===== config.mk =====
export PLATFORM = sky130hd
export DESIGN_NAME = cal_serie
export DESIGN_NICKNAME = d
export VERILOG_FILES = /design/src/rtl/cal_pkg.sv /design/src/rtl/cal_serie.sv
export SDC_FILE = /design/constraint.sdc
export NUM_CORES = 1
export LEC_CHECK = 0
export CAP_MARGIN = 25
export CORE_ASPECT_RATIO = 1.4
export CORE_UTILIZATION = 50
export CTS_CLUSTER_SIZE = 30
export DETAILED_ROUTE_END_ITERATION = 16
export PLACE_DENSITY = 0.81
export SETUP_SLACK_MARGIN = 0.05
export SLEW_MARGIN = 30
export SYNTH_ARGS = -nofsm -noshare
export SYNTH_HDL_FRONTEND = slang
export SYNTH_SLANG_ARGS = --single-unit
export TNS_END_PERCENT = 30

===== constraint.sdc =====
create_clock -name clk -period 2 [get_ports clk]
set_input_delay 0.6 -clock clk [delete_from_list [all_inputs] [get_ports clk]]
set_output_delay 0.6 -clock clk [all_outputs]
set_load 0.03 [all_outputs]

===== src/rtl/cal_pkg.sv =====
// Shared constants for the bit-serial sequencer (cal_serie) and its 1-bit ALU slice (cal).
package cal_pkg;

  localparam logic [1:0] OP_AND = 2'b00;
  localparam logic [1:0] OP_OR  = 2'b01;
  localparam logic [1:0] OP_ADD = 2'b10;
  localparam logic [1:0] OP_SUB = 2'b11;

  localparam logic [1:0] S_AND  = 2'b00;
  localparam logic [1:0] S_OR   = 2'b01;
  localparam logic [1:0] S_SUM  = 2'b10;
  localparam logic [1:0] S_LESS = 2'b11;

  typedef enum logic [1:0] {
    ST_IDLE = 2'b00,
    ST_RUN  = 2'b01,
    ST_DONE = 2'b10
  } state_e;

  // ADD and SUB both use the slice adder; SUB relies on an inverted B and a carry-in of 1.
  function automatic logic [1:0] op_to_sel(input logic [1:0] op);
    logic [1:0] sel;
    sel = S_AND;
    unique case (op)
      OP_AND:         sel = S_AND;
      OP_OR:          sel = S_OR;
      OP_ADD, OP_SUB: sel = S_SUM;
      default:        sel = S_AND;
    endcase
    return sel;
  endfunction

  function automatic logic op_is_arith(input logic [1:0] op);
    return (op == OP_ADD) || (op == OP_SUB);
  endfunction

endpackage


===== src/rtl/cal_serie.sv =====
// Bit-serial sequencer driving a 1-bit ALU slice LSB first; assembles result, carry and overflow.
module cal_serie
  import cal_pkg::*;
#(
  parameter int unsigned N = 8
) (
  input  logic         clk,
  input  logic         reset_n,
  input  logic         start,
  input  logic [N-1:0] a,
  input  logic [N-1:0] b,
  input  logic [1:0]   op,
  output logic         busy,
  output logic         done,
  output logic [N-1:0] result,
  output logic         carry,
  output logic         ovf,
  output logic         cal_a,
  output logic         cal_b,
  output logic         cal_l,
  output logic         cal_cin,
  output logic [1:0]   cal_s,
  input  logic         cal_out,
  input  logic         cal_c_out
);

  localparam int unsigned CntW = $clog2(N);
  localparam logic [CntW-1:0] CntLast = CntW'(N - 1);

  state_e          state_q, state_d;
  logic [N-1:0]    sa_q, sa_d;
  logic [N-1:0]    sb_q, sb_d;
  logic [1:0]      op_q, op_d;
  logic [CntW-1:0] cnt_q, cnt_d;
  logic            cin_q, cin_d;
  logic [N-1:0]    result_q, result_d;
  logic            carry_q, carry_d;
  logic            ovf_q, ovf_d;
  logic            arith;

  assign arith = op_is_arith(op_q);

  always_comb begin
    state_d  = state_q;
    sa_d     = sa_q;
    sb_d     = sb_q;
    op_d     = op_q;
    cnt_d    = cnt_q;
    cin_d    = cin_q;
    result_d = result_q;
    carry_d  = carry_q;
    ovf_d    = ovf_q;
    busy     = 1'b0;
    done     = 1'b0;
    cal_a    = 1'b0;
    cal_b    = 1'b0;
    cal_l    = 1'b0;
    cal_cin  = 1'b0;
    cal_s    = S_AND;

    unique case (state_q)
      ST_IDLE: begin
        if (start) begin
          sa_d    = a;
          sb_d    = b;
          op_d    = op;
          cnt_d   = '0;
          cin_d   = (op == OP_SUB);
          state_d = ST_RUN;
        end
      end

      ST_RUN: begin
        busy     = 1'b1;
        cal_a    = sa_q[0];
        cal_b    = sb_q[0] ^ (op_q == OP_SUB);
        cal_cin  = cin_q;
        cal_s    = op_to_sel(op_q);
        result_d = {cal_out, result_q[N-1:1]};
        sa_d     = sa_q >> 1;
        sb_d     = sb_q >> 1;
        cin_d    = arith & cal_c_out;
        cnt_d    = cnt_q + CntW'(1);
        if (cnt_q == CntLast) begin
          // Overflow is the disagreement between carry into and out of the sign bit.
          ovf_d   = arith & (cin_q ^ cal_c_out);
          carry_d = arith & cal_c_out;
          cnt_d   = '0;
          state_d = ST_DONE;
        end
      end

      ST_DONE: begin
        done    = 1'b1;
        state_d = ST_IDLE;
      end

      default: state_d = ST_IDLE;
    endcase
  end

  always_ff @(posedge clk) begin
    if (!reset_n) begin
      state_q  <= ST_IDLE;
      sa_q     <= '0;
      sb_q     <= '0;
      op_q     <= OP_AND;
      cnt_q    <= '0;
      cin_q    <= 1'b0;
      result_q <= '0;
      carry_q  <= 1'b0;
      ovf_q    <= 1'b0;
    end else begin
      state_q  <= state_d;
      sa_q     <= sa_d;
      sb_q     <= sb_d;
      op_q     <= op_d;
      cnt_q    <= cnt_d;
      cin_q    <= cin_d;
      result_q <= result_d;
      carry_q  <= carry_d;
      ovf_q    <= ovf_d;
    end
  end

  assign result = result_q;
  assign carry  = carry_q;
  assign ovf    = ovf_q;

endmodule


-- Word-level counts from Yosys, hierarchy flattened
Cells that the tools add are included.
- bitwise logic cells: 4
- multiplexer cells: 19
- add/subtract/negate cells: 1
- eq/ne operators: 9
- reductions and logical operators: 9
- operators with widths (operator ; count):
    $pmux W8 S2 ; 2
    $mux W8 ; 2
    $eq A2 B2 Y1 const B ; 4
    $reduce_and A2 Y1 ; 4
    $mux W1 ; 6
    $mux W2 ; 3
    $mux W3 ; 2
    $pmux W2 S3 ; 1
    $pmux W3 S2 ; 1
    $eq A2 B1 Y1 const B ; 2
    $logic_not A2 Y1 ; 2
    $ne A2 B2 Y1 const B ; 2
    $pmux W2 S2 ; 1
    $add A3 B1 Y3 const B ; 1
    $eq A3 B3 Y1 const B ; 1
    $and A1 B1 Y1 ; 2
    $pmux W1 S2 ; 1
    $reduce_bool A2 Y1 ; 1
    $reduce_or A2 Y1 ; 1
    $xor A1 B1 Y1 ; 2
    $logic_or A1 B1 Y1 ; 1
- bits in registers: 34
- output and inout port bits: 18
- bits of input ports: 23
- word-level logic and storage cells: 51

-- Longest topological paths before layout
Gate-level depths: netlist of run 1.
- depth after elaboration: 4
- mapped depth: 5
- depth with buffers taken out: 5

-- Least setup slack after synthesis of run 1
OpenSTA, ideal clock, no wires.
- kind: reg2out
- start: register state_q[1]
- end: output port cal_s[0]
- buffers on the path: 1
- arrival: 1.434 ns
- path slack: -0.034 ns
- data required time: 1.400 ns
- stages on the path, launching flop included: 4
- cell sequence: dfxtp_1 > nand2b_1 > buf_2 > nor3b_1
- cells in the longest elaborated chain, start to end: 2
- RTL lines (item ; RTL line ; source):
    from (decl) ; cal_serie.sv:30 ; state_e state_q, state_d;
    from (signal assigned) ; cal_serie.sv:114 ; state_q <= state_d;
    $eq A2 B1 Y1 ; cal_serie.sv:61 ; unique case (state_q)
    $mux W2 ; cal_serie.sv:61 ;
    to (decl) ; cal_serie.sv:22 ; output logic [1:0] cal_s,
Every way passes these cells.

-- Worst setup path after layout of run 1
- start: register result_q[2], in the netlist result[2]
- end: output port result[2]
- RTL lines (item ; RTL line ; source):
    from (decl) ; cal_serie.sv:36 ; logic [N-1:0] result_q, result_d;
    from (signal assigned) ; cal_serie.sv:120 ; result_q <= result_d;
    to (decl) ; cal_serie.sv:15 ; output logic [N-1:0] result,
No word-level cell between the ends.

==> results of run 1 <==
cells by family (layout without fill, tap and decap cells):
logic type,Yosys count,count (layout)
xor+xnor,2,2
buf+inv,13,60
fa+ha+maj,2,2
simple gates,55,55
other cells,1,1
mux,17,17
flops,34,34
compound gates,35,35
metal layers:
| layer | global-route usage [%] | wire [um] |
|---|---|---|
| met5 | 0 | 0 |
| met4 | 8.82 | 40 |
| met3 | 7.11 | 135 |
| met2 | 40.6 | 1780 |
| met1 | 19.9 | 1210 |
synth_stat cells, types with 2 or more instances:
cell	count
dfxtp_1	34
nand2_1	34
mux2i_1	17
o211a_1	14
a21boi_0	9
nor2b_1	8
a22oi_1	5
clkbuf_1	4
and2_1	3
buf_2	3
buf_4	2
ha_1	2
nor2_1	2
nor3b_1	2
worst min-delay path by stage:
stage                      startpoint                     end  slack (ps)
2_1_floorplan    sa_q[0]$_SDFFE_PN0P_    sa_q[0]$_SDFFE_PN0P_         460
3_3_place_gp       carry$_SDFFE_PN0P_      carry$_SDFFE_PN0P_         450
3_5_place_dp   result[0]$_SDFFE_PN0N_  result[0]$_SDFFE_PN0N_         460
4_1_cts        result[0]$_SDFFE_PN0N_  result[0]$_SDFFE_PN0N_         470
5_1_grt        result[0]$_SDFFE_PN0N_  result[0]$_SDFFE_PN0N_         500
6_report       result[0]$_SDFFE_PN0N_  result[0]$_SDFFE_PN0N_         460
through the flow:
stage	hold WS [ps]	instances	total power, mW
global placement	452	230	0.974
CTS	469	238	1.50
floorplan	464	159	0.896
detailed placement	459	230	0.985
global route	501	243	1.56
finish	465	243	1.50
power breakdown:
group	internal [mW]	switching, mW
Combinational	0.132	0.111
Sequential	0.714	0.0230
Clock	0.277	0.247
cell usage in the layout (no fill, tap or decap), drive strengths merged, types with 2 or more instances in the layout:
cell type / Yosys / routed
clkinv: 0 / 2
clkdlybuf4s50: 0 / 32
buf: 7 / 17
nor2: 2 / 2
mux2i: 17 / 17
a21boi: 9 / 9
nor2b: 8 / 8
o211a: 14 / 14
nor3b: 3 / 3
ha: 2 / 2
and2: 3 / 3
clkbuf: 4 / 7
nand2: 34 / 34
a22oi: 5 / 5
dfxtp: 34 / 34
repair_timing:
action / in CTS / in global routing
hold endpoints to repair: 0 / 0
buffers inserted: 0 / 5
pin swaps: 0 / 0
setup endpoints to repair: 4 / 8
resized for setup: 3 / 2
final cells by class:
cell class / count / share of cell area, %
tap: 37 / 2.19
clock inverter: 1 / 0.237
sequential: 34 / 32.2
clock buffer: 7 / 4.09
timing repair buffer: 50 / 22.8
multi-input combinational: 112 / 37.8
inverter: 2 / 0.593
state kept, by name, indices dropped and copies added (netlist names):
signal / cells
cin_q: 1
sa_q: 8
result: 8
sb_q: 8
carry: 1
op_q: 2
ovf: 1
cnt_q: 3
state_q: 2
==> results by group, run 1 <==
Critical path
  – Worst EP required: 1400 ps
  – Worst reg2reg endpoint: op_q[0]$_SDFFE_PN0P_
  – Critical Path End: result[2]
  – WP buf/inv: 1
  – Kind of critical path: flip-flop to primary output
  – Crit path DAT: 1330 ps
  – CP Cell Sequence: clkdlybuf4s50_1
  – Crit Path Max Fanout: 3
  – Worst stage delay on the critical path: 680 ps
  – Critical path's slowest cell: clkdlybuf4s50_1
  – Critical Path Sink Type: primary output
  – CP delay by family, top: buffers and inverters
  – Startpoint Class: flip-flop
  – R2r startpoint: state_q[0]$_SDFFE_PN0P_
  – FF-to-FF setup slack: 730 ps
  – Levels on crit path: 1
  – Cells on worst reg2reg path: 4
  – Worst setup startpoint: result[2]$_SDFFE_PN0N_

Hold path
  – HP Class: flip-flop to flip-flop
  – Hold Path Depth: 2

Route
  – DRT antenna net count: 0
  – Detailed-route DRC error count: 0
  – First-pass iteration count of the detailed router: 4
  – Via count: between 1000 and 1500
  – Average wire per standard cell: 13.0 um
  – Routed wire length: 3170 um
  – Drt initial violations: 40
  – Vias/cell: 5.27

Timing
  – Final hold violations: 0
  – RSZ-0062 raised after global routing: true
  – Fin. max-slew vios: 0
  – Tmin final: about 1900 ps
  – Fin Setup TNS: 0 ps
  – Finish-stage setup viols: 0
  – Final Skew: 5.61 ps
  – Max frequency: 519 MHz
  – Period Utilization, post-route: slightly below 100%
  – Final worst slack: between 70 and 80 ps

Logic synthesis
  – Sequential fraction of the synthesis area: 43.9%
  – Post-Syn Area: 1550 um2
  – Post-Synth Simple-Gate Area: 17.8%
  – Most used DFF post-synth: dfxtp_1
  – Ranking of synthesized cells by area: dfxtp_1 (44%), mux2i_1 (11%), o211a_1 (9.0%)
  – Post-synth EDFFs: 0
  – Synth top area share: a little over two fifths
  – Share of async-settable or async-resettable flops after synthesis: 0%
  – Mux contribution to synthesized area: approximately 11%
  – Synth Area in XOR/XNOR: 1.13%
  – Largest area contributor in the netlist: dfxtp_1
  – Net Count, Synth: ~180
  – Combinational family with the most area after synthesis: compound AO/OA/AOI/OAI gates
  – Mapped Cells: 159
  – Synth Area in Adders: between 1.5 and 2%
  – Synth warn: 0
  – Synth Area in Compound Gates: between 10% and 20%
  – Distinct cells, synth: 34
  – Flops & latches, synth: 34
  – Syn_area_per_cell: 9.75 um2

CTS
  – CTS hold repair buffers: 0
  – Clock buffer depth: 2
  – CTS tree: done
  – TritonCTS Buffers: 5
  – H-tree levels: 2
  – Worst-Skew Late Latency: around 290 ps
  – Clock transition at the registers of the reported paths: roughly 70 ps
  – CTS Sinks: 34
  – Clock Root Buffer: clkbuf_8

Placement
  – Placed cell area: 1980 um2
  – Final GP Congestion: about 0.71
  – Port bufs: 39
  – DP Worst Slack: 91.4 ps
  – HPWL after detailed placement: ~2300 um

Final layout
  – Post-layout instance area: ~2100 um2
  – # fillers: 239
  – Area growth syn-to-layout: 36.2%
  – Nets: 230
  – Utilization after layout: 72.6%
  – Antenna diodes: 0
  – Area of the multi-input gates: between 700 and 800 um2
  – Share of cells above drive strength 1: 15.0%
  – Register area: slightly below 700 um2

Floorplanning
  – Io pins: 41
  – Initial Util: 53.3%
  – Rows: 23
  – Die ar.: about 3300 um2
  – Die height: 67.9 um
  – Die W: 49.1 um
  – Core Area: 2910 um2

Power and ir drop
  – Pwr dens: roughly 700 nW/um2
  – Lkg Pwr: 0.979 nW
  – Max VDD drop: 0.643 mV

Global route
  – Vias in the first global route: 1257
  – Initial antenna violation count: 0
  – Remaining Overflow, GRT: 0
  – Largest net degree at the start of global routing: 36
  – First-pass GRT wire length: 5150 um
  – Tot GR Track Use: 20.9%

Outcome
  – Outcome: completed

Run
  – Max cap viols: 0
No activity file was read; power rests on OpenSTA's default activity.
==> inputs of run 2 (changes only) <==
--- a/config.mk
+++ b/config.mk
@@ -10,7 +10,7 @@
 export CORE_UTILIZATION = 50
 export CTS_CLUSTER_SIZE = 30
 export DETAILED_ROUTE_END_ITERATION = 16
-export PLACE_DENSITY = 0.81
+export PLACE_DENSITY = 0.78
 export SETUP_SLACK_MARGIN = 0.05
 export SLEW_MARGIN = 30
 export SYNTH_ARGS = -nofsm -noshare
==> run 2 against run 1 <==
Effect of this change: worst hold slack better by 5.6 ps; combinational power is 3% lower; sequential power hardly changed; sequential share of layout area is 0.49 points lower; final cell count is 0.82% lower; first-iteration DRC count is 53% lower; critical path depth stayed put.
==> results by group, run 2 (synthesis results as in run 1) <==
Outcome
  – Outcome: completed (unchanged)

Route
  – First-pass iteration count of the detailed router: 4 (unchanged)
  – Detailed-route DRC error count: 0 (unchanged)
  – Top Metal Used: met4 (unchanged)
  – Via count: 1272 (was 1281)
  – Average wire per standard cell: 13.1 um (was 13.0 um)
  – Vias/cell: 5.28 (was 5.27)
  – Routed wire length: 3160 um (was 3170 um)
  – M1 wire length: 1330 um (was 1210 um)
  – Drt initial violations: 19 (was 40)
  – DRT antenna net count: 0 (unchanged)
  – Met2 WL: 1700 um (was 1780 um)
  – Routed wl met3: 104 um (was 135 um)

Power and ir drop
  – Seq pwr share: 42.0% (was 49.0%)
  – Switch Pwr: 0.385 mW (was 0.380 mW)
  – Clock share of power: 44.6% (was 34.9%)
  – Comb pwr share: 13.4% (was 16.1%)
  – Pint: 1.37 mW (was 1.12 mW)
  – Pwr dens: 818 nW/um2 (was 712 nW/um2)
  – Max VDD drop: 0.789 mV (was 0.643 mV)
  – Sw Share: 21.9% (was 25.3%)
  – Lkg Pwr: 1.03 nW (was 0.979 nW)

CTS
  – Clock Root Buffer: clkbuf_8 (unchanged)
  – H-tree levels: 2 (unchanged)
  – Clock buffer depth: 2 (unchanged)
  – Worst-Skew Late Latency: 290 ps (about the same)
  – Clock transition at the registers of the reported paths: 70 ps (about the same)
  – CTS Sinks: 34 (unchanged)
  – CTS hold repair buffers: 0 (unchanged)
  – TritonCTS Buffers: 5 (unchanged)
  – CTS tree: done (unchanged)

Timing
  – Tmin final: 1910 ps (was 1930 ps)
  – Fin Hold WS: 470 ps (was 465 ps)
  – Max frequency: 522 MHz (was 519 MHz)
  – RSZ-0062 raised after global routing: true (unchanged)
  – Final worst slack: 85.4 ps (was 71.8 ps)
  – Fin Setup TNS: 0 ps (unchanged)
  – Period Utilization, post-route: 95.7% (was 96.4%)
  – Final hold violations: 0 (unchanged)
  – Finish-stage setup viols: 0 (unchanged)
  – Final Skew: 7.24 ps (was 5.61 ps)
  – Fin. max-slew vios: 0 (unchanged)

Final layout
  – Share of cells above drive strength 1: 15.2% (was 15.0%)
  – Antenna diodes: 0 (unchanged)
  – Area of the multi-input gates: 803 um2 (was 798 um2)
  – Register area: 682 um2 (was 681 um2)
  – Most common cell after layout, fill and taps aside: nand2_1
  – Area growth syn-to-layout: 38.5% (was 36.2%)
  – Most frequent cells in the layout: nand2_1 (34), dfxtp_1 (33), clkdlybuf4s50_1 (30), mux2i_1 (17), o211a_1 (14) (was nand2_1 (34), dfxtp_1 (34), clkdlybuf4s50_1 (32), mux2i_1 (17), buf_4 (15))
  – Nets: 228 (was 230)
  – # fillers: 216 (was 239)

Critical path
  – Kind of critical path: flip-flop to primary output (unchanged)
  – Crit Path Max Fanout: 3 (unchanged)
  – FF-to-FF setup slack: 510 ps (was 730 ps)
  – WP buf/inv: 1 (unchanged)
  – Startpoint Class: flip-flop (unchanged)
  – Worst reg2reg endpoint: sa_q[4]$_SDFFE_PN0P_ (was op_q[0]$_SDFFE_PN0P_)
  – Cells on worst reg2reg path: 5 (was 4)
  – Critical Path Sink Type: primary output (unchanged)
  – CP delay by family, top: buffers and inverters (unchanged)
  – Critical path's slowest cell: clkdlybuf4s50_1 (unchanged)
  – R2r startpoint: state_q[0]$_SDFFE_PN0P_ (unchanged)
  – Worst EP required: 1400 ps (about the same)
  – Worst stage delay on the critical path: 670 ps (was 680 ps)
  – Crit path DAT: 1310 ps (was 1330 ps)
  – CP Cell Sequence: clkdlybuf4s50_1 (unchanged)
  – Levels on crit path: 1 (unchanged)

Global route
  – Remaining Overflow, GRT: 0 (unchanged)
  – Tot GR Track Use: 21.4% (was 20.9%)
  – First-pass GRT wire length: 5330 um (was 5150 um)
  – Largest net degree at the start of global routing: 29 (was 36)
  – Vias in the first global route: 1203 (was 1257)
  – Initial antenna violation count: 0 (unchanged)

Floorplanning
  – Io pins: 41 (unchanged)
  – Die W: 49.1 um (unchanged)
  – Rows: 23 (unchanged)
  – Die ar.: 3330 um2 (unchanged)
  – Die height: 67.9 um (unchanged)
  – Core Area: 2910 um2 (unchanged)
  – Initial Util: 53.3% (unchanged)

Hold path
  – Worst Hold Path EP: result[4]$_SDFFE_PN0N_ (was result[0]$_SDFFE_PN0N_)
  – HP Start: result[5]$_SDFFE_PN0N_ (was result[0]$_SDFFE_PN0N_)
  – HP Class: flip-flop to flip-flop (unchanged)
  – Hold Path Depth: 2 (unchanged)

Placement
  – HPWL after detailed placement: 2230 um (was 2260 um)
  – Port bufs: 39 (unchanged)
  – Final GP Congestion: 0.742 (was 0.713)
  – DP Worst Slack: 76.8 ps (was 91.4 ps)

Run
  – Max cap viols: 0 (unchanged)
==> run 2: changes by cell type in the layout (fill, tap and decap cells not counted), moves of 2 or more <==
cell	previous run	this run
clkdlybuf4s50_1	32	30
bufinv_16	0	2
dlymetal6s2s_1	0	2
buf_4	15	13
==> run 2: worst max path at each step <==
| stage | start | endpoint | slack, ps |
|---|---|---|---|
| final | result[3]$_SDFFE_PN0N_ | result[3] | 90 |
| after global placement | start | op_q[0]$_SDFFE_PN0P_ | 150 |
| after floorplan | state_q[1]$_SDFFE_PN0P_ | cal_a | 190 |
| after CTS | result[2]$_SDFFE_PN0N_ | result[2] | 70 |
| after global routing | op_q[1]$_SDFFE_PN0P_ | cal_b | 30 |
| after detailed placement | start | op_q[1]$_SDFFE_PN0P_ | 80 |
==> run 2: power groups by stage <==
| stage | sequential (mW) | clock [mW] | combinational, mW |
|---|---|---|---|
| finish | 0.737 | 0.784 | 0.236 |
| global route | 0.741 | 0.823 | 0.257 |
| CTS | 0.737 | 0.794 | 0.238 |
| detailed placement | 0.751 | 0 | 0.228 |
| global placement | 0.750 | 0 | 0.221 |
| floorplan | 0.750 | 0 | 0.146 |
==> run 2: what timing repair did <==
item / CTS / global route
resized for setup: 4 / 4
setup buffers: 3 / 0
pin swaps: 0 / 0
endpoints found under the setup margin: 6 / 11
==> run 2: area by class of cell <==
| cell class | instances | area share (%) |
|---|---|---|
| clock inverters | 2 | 2.80 |
| repair buffers | 48 | 21.6 |
| inverters | 2 | 0.466 |
| multi-input cells | 112 | 37.4 |
| well taps | 37 | 2.16 |
| flip-flops and latches | 34 | 31.8 |
| clock buffers | 6 | 3.85 |
==> run 2: stage by stage <==
step / utilization, % / std cells / total power, mW / cell area [um2]
2_1_floorplan: - / 159 / 0.896 / 1560
3_3_place_gp: 67.5 / 230 / 0.971 / 1960
3_5_place_dp: 67.5 / 230 / 0.980 / 1960
4_1_cts: 73.5 / 241 / 1.77 / 2140
5_1_grt: 73.9 / 241 / 1.82 / 2150
6_report: 73.9 / 241 / 1.76 / 2150
==> run 2: layer usage <==
metal  vias to the layer above  track usage [%]
met3                         2             6.67
met2                        29             39.0
li1                        637                -
met4                         0             9.93
met5                         -                0
met1                       604             22.5
==> inputs of run 3 (changes only) <==
--- a/config.mk
+++ b/config.mk
@@ -5,12 +5,12 @@
 export SDC_FILE = /design/constraint.sdc
 export NUM_CORES = 1
 export LEC_CHECK = 0
-export CAP_MARGIN = 25
+export CAP_MARGIN = 10
 export CORE_ASPECT_RATIO = 1.4
-export CORE_UTILIZATION = 50
+export CORE_UTILIZATION = 47
 export CTS_CLUSTER_SIZE = 30
 export DETAILED_ROUTE_END_ITERATION = 16
-export PLACE_DENSITY = 0.78
+export PLACE_DENSITY = 0.74
 export SETUP_SLACK_MARGIN = 0.05
 export SLEW_MARGIN = 30
 export SYNTH_ARGS = -nofsm -noshare
==> constraint.sdc (replaced) <==
create_clock -name clk -period 1.8 [get_ports clk]
set_input_delay 0.54 -clock clk [delete_from_list [all_inputs] [get_ports clk]]
set_output_delay 0.54 -clock clk [all_outputs]
set_load 0.03 [all_outputs]
==> run 3 against run 2 <==
Effect of this change: sequential share of layout area up 0.14 points; power down 4.6%; combinational power up 17%; critical endpoint is now cal_s[0]; sequential power up 11%; first-iteration DRC count up 42%; global-route usage down 0.067 points; final cell count up 2.9%; clock power down 26%.
==> results by group, run 3 (synthesis results as in run 1) <==
Outcome
  – Outcome: completed (unchanged)

Power and ir drop
  – Max VDD drop: 0.537 mV (was 0.789 mV)
  – Lkg Pwr: 1.04 nW (was 1.03 nW)
  – Pwr dens: 780 nW/um2 (was 818 nW/um2)

Final layout
  – Share of cells above drive strength 1: 19.1% (was 15.2%)
  – Most common cell after layout, fill and taps aside: nand2_1 (unchanged)
  – Utilization after layout: 68.8% (was 73.9%)
  – Most frequent cells in the layout: nand2_1 (34), dfxtp_1 (32), clkdlybuf4s50_1 (22), mux2i_1 (17), o211a_1 (14) (was nand2_1 (34), dfxtp_1 (33), clkdlybuf4s50_1 (30), mux2i_1 (17), o211a_1 (14))
  – Area growth syn-to-layout: 38.7% (was 38.5%)
  – Post-Layout Cell Count: 248 (was 241)
  – Nets: 233 (was 228)
  – Antenna diodes: 0 (unchanged)
  – # fillers: 271 (was 216)

Critical path
  – Worst stage delay on the critical path: 330 ps (was 670 ps)
  – R2r startpoint: state_q[0]$_SDFFE_PN0P_ (unchanged)
  – Crit Path Max Fanout: 4 (was 3)
  – Crit path DAT: 1240 ps (was 1310 ps)
  – Worst setup startpoint: state_q[1]$_SDFFE_PN0P_ (was result[3]$_SDFFE_PN0N_)
  – Critical Path Sink Type: primary output (unchanged)
  – Levels on crit path: 4 (was 1)
  – Critical Path End: cal_s[0] (was result[3])
  – WP buf/inv: 2 (was 1)
  – Worst reg2reg endpoint: sa_q[6]$_SDFFE_PN0P_ (was sa_q[4]$_SDFFE_PN0P_)
  – CP Cell Sequence: buf_6 > nand2b_4 > nor3b_2 > buf_4 (was clkdlybuf4s50_1)
  – FF-to-FF setup slack: 320 ps (was 510 ps)
  – CP delay by family, top: flip-flops (was buffers and inverters)
  – Critical path's slowest cell: dfxtp_2 (was clkdlybuf4s50_1)
  – Cells on worst reg2reg path: 5 (unchanged)
  – Worst EP required: 1260 ps (was 1400 ps)
  – Kind of critical path: flip-flop to primary output (unchanged)
  – Startpoint Class: flip-flop (unchanged)

Route
  – First-pass iteration count of the detailed router: 5 (was 4)
  – Vias/cell: 5.26 (was 5.28)
  – Detailed-route DRC error count: 0 (unchanged)
  – Via count: 1304 (was 1272)
  – DRT antenna net count: 0 (unchanged)
  – Routed wl met3: 147 um (was 104 um)
  – M1 wire length: 1320 um (was 1330 um)
  – Top Metal Used: met4 (unchanged)
  – Average wire per standard cell: 13.5 um (was 13.1 um)
  – Drt initial violations: 27 (was 19)
  – Routed wire length: 3340 um (was 3160 um)
  – Met2 WL: 1770 um (was 1700 um)

Timing
  – Finish-stage setup viols: 0 (unchanged)
  – Fin. max-slew vios: 0 (unchanged)
  – Max frequency: 563 MHz
  – Final hold violations: 0 (unchanged)
  – Tmin final: 1780 ps
  – RSZ-0062 raised after global routing: true (unchanged)
  – Period Utilization, post-route: 98.7%
  – Final Skew: 2.98 ps (was 7.24 ps)

Global route
  – Tot GR Track Use: 21.4% (about the same)
  – First-pass GRT wire length: 5630 um (was 5330 um)
  – Remaining Overflow, GRT: 0 (unchanged)
  – Initial antenna violation count: 0 (unchanged)
  – Vias in the first global route: 1298 (was 1203)
  – Largest net degree at the start of global routing: 36 (was 29)

CTS
  – TritonCTS Buffers: 5 (unchanged)
  – CTS Sinks: 34 (unchanged)
  – CTS hold repair buffers: 0 (unchanged)
  – CTS tree: done (unchanged)
  – Clock buffer depth: 2 (unchanged)
  – Clock transition at the registers of the reported paths: 70 ps (about the same)
  – H-tree levels: 2 (unchanged)
  – Clock Root Buffer: clkbuf_8 (unchanged)
  – Worst-Skew Late Latency: 290 ps (about the same)

Floorplanning
  – Core Area: 3120 um2 (was 2910 um2)
  – Die ar.: 3540 um2 (was 3330 um2)
  – Io pins: 41 (unchanged)
  – Die height: 70.0 um (was 67.9 um)
  – Initial Util: 49.6% (was 53.3%)
  – Rows: 24 (was 23)
  – Die W: 50.5 um (was 49.1 um)

Placement
  – Final GP Congestion: 0.776 (was 0.742)
  – Port bufs: 39 (unchanged)
  – HPWL after detailed placement: 2310 um (was 2230 um)
  – # placed instances: 235 (was 230)

Run
  – Max cap viols: 0 (unchanged)

Hold path
  – HP Class: flip-flop to flip-flop (unchanged)
## run 3: routing by layer
layer | global-route usage, % | vias to the layer above
li1 | - | 649
met2 | 38.8 | 36
met1 | 20.7 | 610
met5 | 0 | -
met3 | 5.66 | 9
met4 | 12.7 | 0
## run 3: how the worst min path moves through the flow
stage	from	to	cells after the start
after floorplan	sa_q[0]$_SDFFE_PN0P_	sa_q[0]$_SDFFE_PN0P_	1
after global routing	result[0]$_SDFFE_PN0N_	result[0]$_SDFFE_PN0N_	2
final	result[0]$_SDFFE_PN0N_	result[0]$_SDFFE_PN0N_	2
after global placement	carry$_SDFFE_PN0P_	carry$_SDFFE_PN0P_	2
after CTS	result[0]$_SDFFE_PN0N_	result[0]$_SDFFE_PN0N_	2
after detailed placement	result[0]$_SDFFE_PN0N_	result[0]$_SDFFE_PN0N_	2
## run 3: cell type report
cell class / count / area, um2 / share of cell area (%)
clock buffers: 7 / 86.3 / 4.02
clock inverters: 1 / 5.00 / 0.233
inverters: 2 / 12.5 / 0.582
multi-input cells: 112 / 811 / 37.7
flip-flops and latches: 34 / 686 / 31.9
well taps: 39 / 48.8 / 2.27
repair buffers: 52 / 495 / 23.1
repair inverters: 1 / 5.00 / 0.233
## run 3: timing repair
| item | 4_1_cts | 5_1_grt |
|---|---|---|
| pin swaps | 2 | 0 |
| gates resized for setup | 23 | 4 |
| buffers inserted | 3 | 1 |
| endpoints found under the setup margin | 17 | 6 |
| cloned | 1 | 0 |
## run 3: power by group
part / total (mW) / internal (mW) / leakage, nW / switching (mW)
clock: 0.581 / 0.308 / 0.0482 / 0.273
combinational: 0.275 / 0.149 / 0.715 / 0.126
sequential: 0.819 / 0.793 / 0.280 / 0.0268
total: 1.68 / 1.25 / 1.04 / 0.425
## run 3: through the flow
step / cell area [um2] / setup TNS (ps) / setup WS, ps / hold WS [ps] / power (mW)
floorplan: 1560 / 0 / 52.9 / 464 / 0.995
global placement: 2000 / 0 / 65.0 / 452 / 1.09
detailed placement: 2000 / 0 / 34.9 / 461 / 1.10
CTS: 2140 / 0 / 12.3 / 468 / 1.70
global route: 2150 / -73.8 / -23.8 / 491 / 1.75
finish: 2150 / 0 / 24.2 / 468 / 1.68
## run 3: worst min-delay path, stage by stage (launching register included)
cell,delay (ps)
dfxtp_1,310
nand2_1,50
a21boi_0,60
